**src/rtl/regfile_pkg.sv**
```systemverilog
// Shared register-file definitions: ID width, the "no register" ID and the ID range check.
package regfile_pkg;

    localparam int unsigned ID_W_DEF = 4;
    localparam logic [ID_W_DEF-1:0] RNONE = '1;

    typedef logic [ID_W_DEF-1:0] reg_id_t;

    // The caller separately excludes the all-ones ID when its ID width differs from ID_W_DEF.
    function automatic logic id_valid(input logic [31:0] id, input int unsigned nregs);
        return (id < nregs) && (id != 32'(RNONE));
    endfunction

endpackage

```
**src/rtl/regfile_wdec.sv**
```systemverilog
// One-hot decoder for a register ID.
// The output is all zeros when the ID is the all-ones "no register" ID or when it is out of range.
module regfile_wdec
    import regfile_pkg::*;
#(
    parameter int unsigned ID_W  = ID_W_DEF,
    parameter int unsigned NREGS = 8
) (
    input  logic              en,
    input  logic [ID_W-1:0]   id,
    output logic [NREGS-1:0]  onehot
);

    logic id_ok;

    always_comb begin
        id_ok  = en && (id != '1) && id_valid(32'(id), NREGS);
        onehot = '0;
        for (int unsigned i = 0; i < NREGS; i++) begin
            if (id_ok && (32'(id) == i)) begin
                onehot[i] = 1'b1;
            end
        end
    end

endmodule

```
**src/rtl/regfile_mp.sv**
```systemverilog
// Two-write (E, M), two-read (A, B) register file with a per-register pending scoreboard.
// Define REGFILE_BYPASS_EN to make the read data and the pending outputs show the state after the edge.
module regfile_mp
    import regfile_pkg::*;
#(
    parameter int unsigned DATA_W = 32,
    parameter int unsigned NREGS  = 8,
    parameter int unsigned ID_W   = ID_W_DEF
) (
    input  logic                    clock,
    input  logic                    reset,
    input  logic [ID_W-1:0]         dstE,
    input  logic [DATA_W-1:0]       valE,
    input  logic [ID_W-1:0]         dstM,
    input  logic [DATA_W-1:0]       valM,
    input  logic [ID_W-1:0]         srcA,
    input  logic [ID_W-1:0]         srcB,
    output logic [DATA_W-1:0]       rdA,
    output logic [DATA_W-1:0]       rdB,
    input  logic                    claim_en,
    input  logic [ID_W-1:0]         claim_id,
    output logic                    pendA,
    output logic                    pendB,
    output logic [NREGS*DATA_W-1:0] regs_flat
);

    logic [DATA_W-1:0] regs_q [NREGS];
    logic [DATA_W-1:0] regs_d [NREGS];
    logic [DATA_W-1:0] rd_src [NREGS];
    logic [NREGS-1:0]  pend_q, pend_d, pend_src;
    logic [NREGS-1:0]  we_e, we_m, claim_oh;
    logic [DATA_W-1:0] rda_q, rda_d, rdb_q, rdb_d;
    logic              penda_q, penda_d, pendb_q, pendb_d;

    regfile_wdec #(.ID_W(ID_W), .NREGS(NREGS)) u_dec_e (
        .en     (1'b1),
        .id     (dstE),
        .onehot (we_e)
    );

    regfile_wdec #(.ID_W(ID_W), .NREGS(NREGS)) u_dec_m (
        .en     (1'b1),
        .id     (dstM),
        .onehot (we_m)
    );

    regfile_wdec #(.ID_W(ID_W), .NREGS(NREGS)) u_dec_claim (
        .en     (claim_en),
        .id     (claim_id),
        .onehot (claim_oh)
    );

    // M writes back after E, so M wins a collision. A new claim outranks a write that retires an older producer.
    always_comb begin
        for (int unsigned i = 0; i < NREGS; i++) begin
            regs_d[i] = regs_q[i];
            if (we_m[i]) begin
                regs_d[i] = valM;
            end else if (we_e[i]) begin
                regs_d[i] = valE;
            end
        end
        pend_d = (pend_q & ~(we_e | we_m)) | claim_oh;
    end

`ifdef REGFILE_BYPASS_EN
    assign rd_src   = regs_d;
    assign pend_src = pend_d;
`else
    assign rd_src   = regs_q;
    assign pend_src = pend_q;
`endif

    // Reads of an invalid or out-of-range ID match no register, so they return 0.
    always_comb begin
        rda_d   = '0;
        rdb_d   = '0;
        penda_d = 1'b0;
        pendb_d = 1'b0;
        for (int unsigned i = 0; i < NREGS; i++) begin
            if (32'(srcA) == i) begin
                rda_d   = rd_src[i];
                penda_d = pend_src[i];
            end
            if (32'(srcB) == i) begin
                rdb_d   = rd_src[i];
                pendb_d = pend_src[i];
            end
        end
    end

    always_ff @(posedge clock or negedge reset) begin
        if (!reset) begin
            for (int unsigned i = 0; i < NREGS; i++) begin
                regs_q[i] <= '0;
            end
            pend_q  <= '0;
            rda_q   <= '0;
            rdb_q   <= '0;
            penda_q <= 1'b0;
            pendb_q <= 1'b0;
        end else begin
            for (int unsigned i = 0; i < NREGS; i++) begin
                regs_q[i] <= regs_d[i];
            end
            pend_q  <= pend_d;
            rda_q   <= rda_d;
            rdb_q   <= rdb_d;
            penda_q <= penda_d;
            pendb_q <= pendb_d;
        end
    end

    always_comb begin
        regs_flat = '0;
        for (int unsigned i = 0; i < NREGS; i++) begin
            regs_flat[i*DATA_W +: DATA_W] = regs_q[i];
        end
    end

    assign rdA   = rda_q;
    assign rdB   = rdb_q;
    assign pendA = penda_q;
    assign pendB = pendb_q;

endmodule

```
**config.mk**
```make
export PLATFORM = sky130hd
export DESIGN_NAME = regfile_mp
export DESIGN_NICKNAME = d
export VERILOG_FILES = /design/src/rtl/regfile_pkg.sv /design/src/rtl/regfile_wdec.sv /design/src/rtl/regfile_mp.sv
export SDC_FILE = /design/constraint.sdc
export NUM_CORES = 1
export LEC_CHECK = 0
export ABC_AREA = 1
export CORE_ASPECT_RATIO = 1.25
export CORE_MARGIN = 1
export CORE_UTILIZATION = 50
export DETAILED_ROUTE_END_ITERATION = 16
export GPL_ROUTABILITY_DRIVEN = 1
export HOLD_SLACK_MARGIN = 0.05
export PLACE_DENSITY = 0.79
export SYNTH_ARGS = -nofsm -noshare
export SYNTH_HDL_FRONTEND = slang
export SYNTH_SLANG_ARGS = --single-unit
```
**constraint.sdc**
```tcl
create_clock -name clock -period 2.4 [get_ports clock]
set_input_delay 0.24 -clock clock [delete_from_list [all_inputs] [get_ports clock]]
set_output_delay 0.24 -clock clock [all_outputs]
set_load 0.02 [all_outputs]
```
==> run summary <==
Final worst slack: 0.394 ns
NetSw: 7330 µW
Post-detail-place hpwl: 54300 µm
Crit-path slowest cell: clkdlybuf4s50_1
Buf+Inv Stages, Crit Path: 1
Status: finished, final reports clean
Net Sw Frac: 0.367
Vias per std cell: 6.61
CTS tree: yes
Vias in the first global route: 21.0k
CTS resizes: 0
Leading cell type in the layout, fill and taps excluded: nand3_1
Post-CTS Setup Bufs: 0
Global route overflow: 0
Clk buf depth: 3
Worst Max-Slew Pin Slew: 1.14 ns
Clk Latency, worst-skew pair: 0.54 ns
Clk_skew: 0.0100 ns
Htree depth: 2
TritonCTS Buffers: 36
Worst EP required: 2.16 ns
Clk pin slew, worst setup/hold paths: 0.06 ns
Avg Synthesized Cell Area: 7.45 µm²
Io pins: 409
Worst setup SP type: flop
Crit Path Max Fanout: 4
Hold Crit Class: input port to asynchronous set/reset pin
DRC violations left: 0
Sink Count: 330
Final antenna-violating net count: 0
Critical path cell sequence: clkdlybuf4s50_1
Die height: 215 µm
CP max stage delay: 0.67 ns
Distinct cell type count after synthesis: 27
Nets: 2871
Gate Count Post-Synth: 2437
Vias: 21.7k
Crit path capture type: primary output
Sequential share of power: 0.402
Die area: 37100 µm²
Clock power share: 0.280
Period minus WS final: 2.01 ns
Filler Cell Count: 2858
Avg WL per Cell: 25.3 µm
Post-Syn Nets: 2524
CP arrival: 1.77 ns
Netlist Area Pre-Place: 18200 µm²
First-pass GRT wire length: 125000 µm
Synth-to-Final Area Change: 34.0%
Final hold viol count: 0
Most frequent cells in the layout: nand3_1, nand2_1, clkdlybuf4s50_1
Layout cell share with drive strength beyond 1: 0.0719
Part of the power in combinational logic: 0.317
Standard-cell row count: 77
Placeable Area: 35600 µm²
Die width: 172 µm
PortBufs: 408
Drt pass-1 iters: 7
Final wirelength: 83300 µm
Setup Viol. Count Final: 0
Delay-heaviest family, CP: buffers and inverters
Fin crit share: 0.836
Placer Congestion: 0.958
TNS Setup: 0 ns
Detailed Route Iter0 Violations: 3112
GR Util All Layers: 0.449
Maximum VDD drop: 0.000465 V
Unrepaired setup endpoints after global routing: false
Syn. warnings: 0
Internal cell power: 12600 µW
CP startpoint: regs_flat[189]
Synthesized flop and latch total: 330
Initial antenna violation count: 5
Max-cap violations: 0
Leak pwr: 0.0108 µW
Dpl ws: 0.131 ns
Largest net degree at the start of global routing: 73
PwrDens: 821 nW/µm²
Slew Limit Headroom: 0.236
Root Buffer: clkbuf_16
Sequential cell area fraction in the yosys report: 0.455
Slew Viols, Final: 0
Worst r2r src: regs_flat[22]
Max frequency: 499 MHz
Crit Path Category: flop to primary output
Starting Density: 0.511
[final timing paths]
| kind | endpoint | slack, ns | depth (start not counted) |
|---|---|---|---|
| max in group asynchronous | rdB[31] | 1.32 | 3 |
| max reg2reg | rdA[22] | 0.95 | 4 |
| min reg2reg | pendA | 0.55 | 2 |
| max | regs_flat[189] | 0.39 | 1 |
| min in group clock | regs_flat[113] | 0.43 | 3 |
| min | regs_flat[8] | 0.28 | 2 |
[per-stage QoR]
stage | area [µm²] | std cells | hold WS [ns] | util | power (µW)
after detailed placement | 23100 | 3219 | 0.266 | 0.651 | 14300
after floorplan | 18200 | 2437 | -0.0556 | - | 10500
after global placement | 23100 | 3219 | 0.267 | 0.651 | 14100
after CTS | 24300 | 3283 | 0.311 | 0.684 | 19800
after global routing | 24300 | 3287 | 0.334 | 0.684 | 20600
final | 24300 | 3289 | 0.278 | 0.684 | 20000
[registers in the layout, indices dropped and copies added (netlist names)]
name,flops
pendA,1
pendB,1
pend_q,8
rdA,32
rdB,32
regs_flat,256
[cells by family after synthesis]
| logic type | share of synthesized area |
|---|---|
| AO/OA/AOI/OAI | 0.153 |
| buffers and inverters | 0.0843 |
| flip-flops | 0.455 |
| AND/OR/NAND/NOR | 0.308 |
[area by class of cell]
cell class                 instances  area [µm²]  share of cell area
multi-input combinational       1758        8530               0.351
sequential                       330        8260               0.339
timing repair buffer             505        5190               0.214
clock buffer                      53        1090              0.0446
tap                              474         593              0.0244
inverter                         153         574              0.0236
clock inverter                    10        75.1             0.00309
antenna                            6        15.0            0.000617
[timing repair]
action | 4_1_cts | 5_1_grt
endpoints found under the hold margin | 65 | 0
endpoints found under the setup margin | 0 | 0
hold buffers | 1 | 0
[synthesized netlist by cell type (all sizes together)]
| cell | instances | area share |
|---|---|---|
| a21oi | 96 | 0.026 |
| buf | 111 | 0.035 |
| clkbuf | 85 | 0.018 |
| clkinv | 1 | 0.00021 |
| dfrtp | 330 | 0.45 |
| inv | 152 | 0.031 |
| nand2 | 425 | 0.088 |
| nand3 | 430 | 0.12 |
| nand4 | 119 | 0.041 |
| nor2 | 264 | 0.056 |
| nor3 | 7 | 0.0050 |
| o211ai | 71 | 0.029 |
| o21ai | 339 | 0.094 |
| o221ai | 5 | 0.0024 |
| o22ai | 2 | 0.00069 |
[metal layers]
| layer | wire length (µm) | vias to the layer above | GRT usage |
|---|---|---|---|
| li1 | - | 9036 | - |
| met5 | 41 | - | 0 |
| met4 | 7530 | 4 | 0.356 |
| met1 | 27900 | 10037 | 0.553 |
| met3 | 11100 | 593 | 0.106 |
| met2 | 36700 | 2067 | 0.671 |
[power groups by stage]
| stage | logic, µW | registers [µW] | clock network (µW) |
|---|---|---|---|
| finish | 6340 | 8030 | 5600 |
| CTS | 6270 | 7950 | 5550 |
| global placement | 6110 | 8010 | 0 |
| detailed placement | 6230 | 8020 | 0 |
| global route | 6710 | 8120 | 5770 |
| floorplan | 1600 | 8930 | 0 |
(Power assumes the default switching activity.)
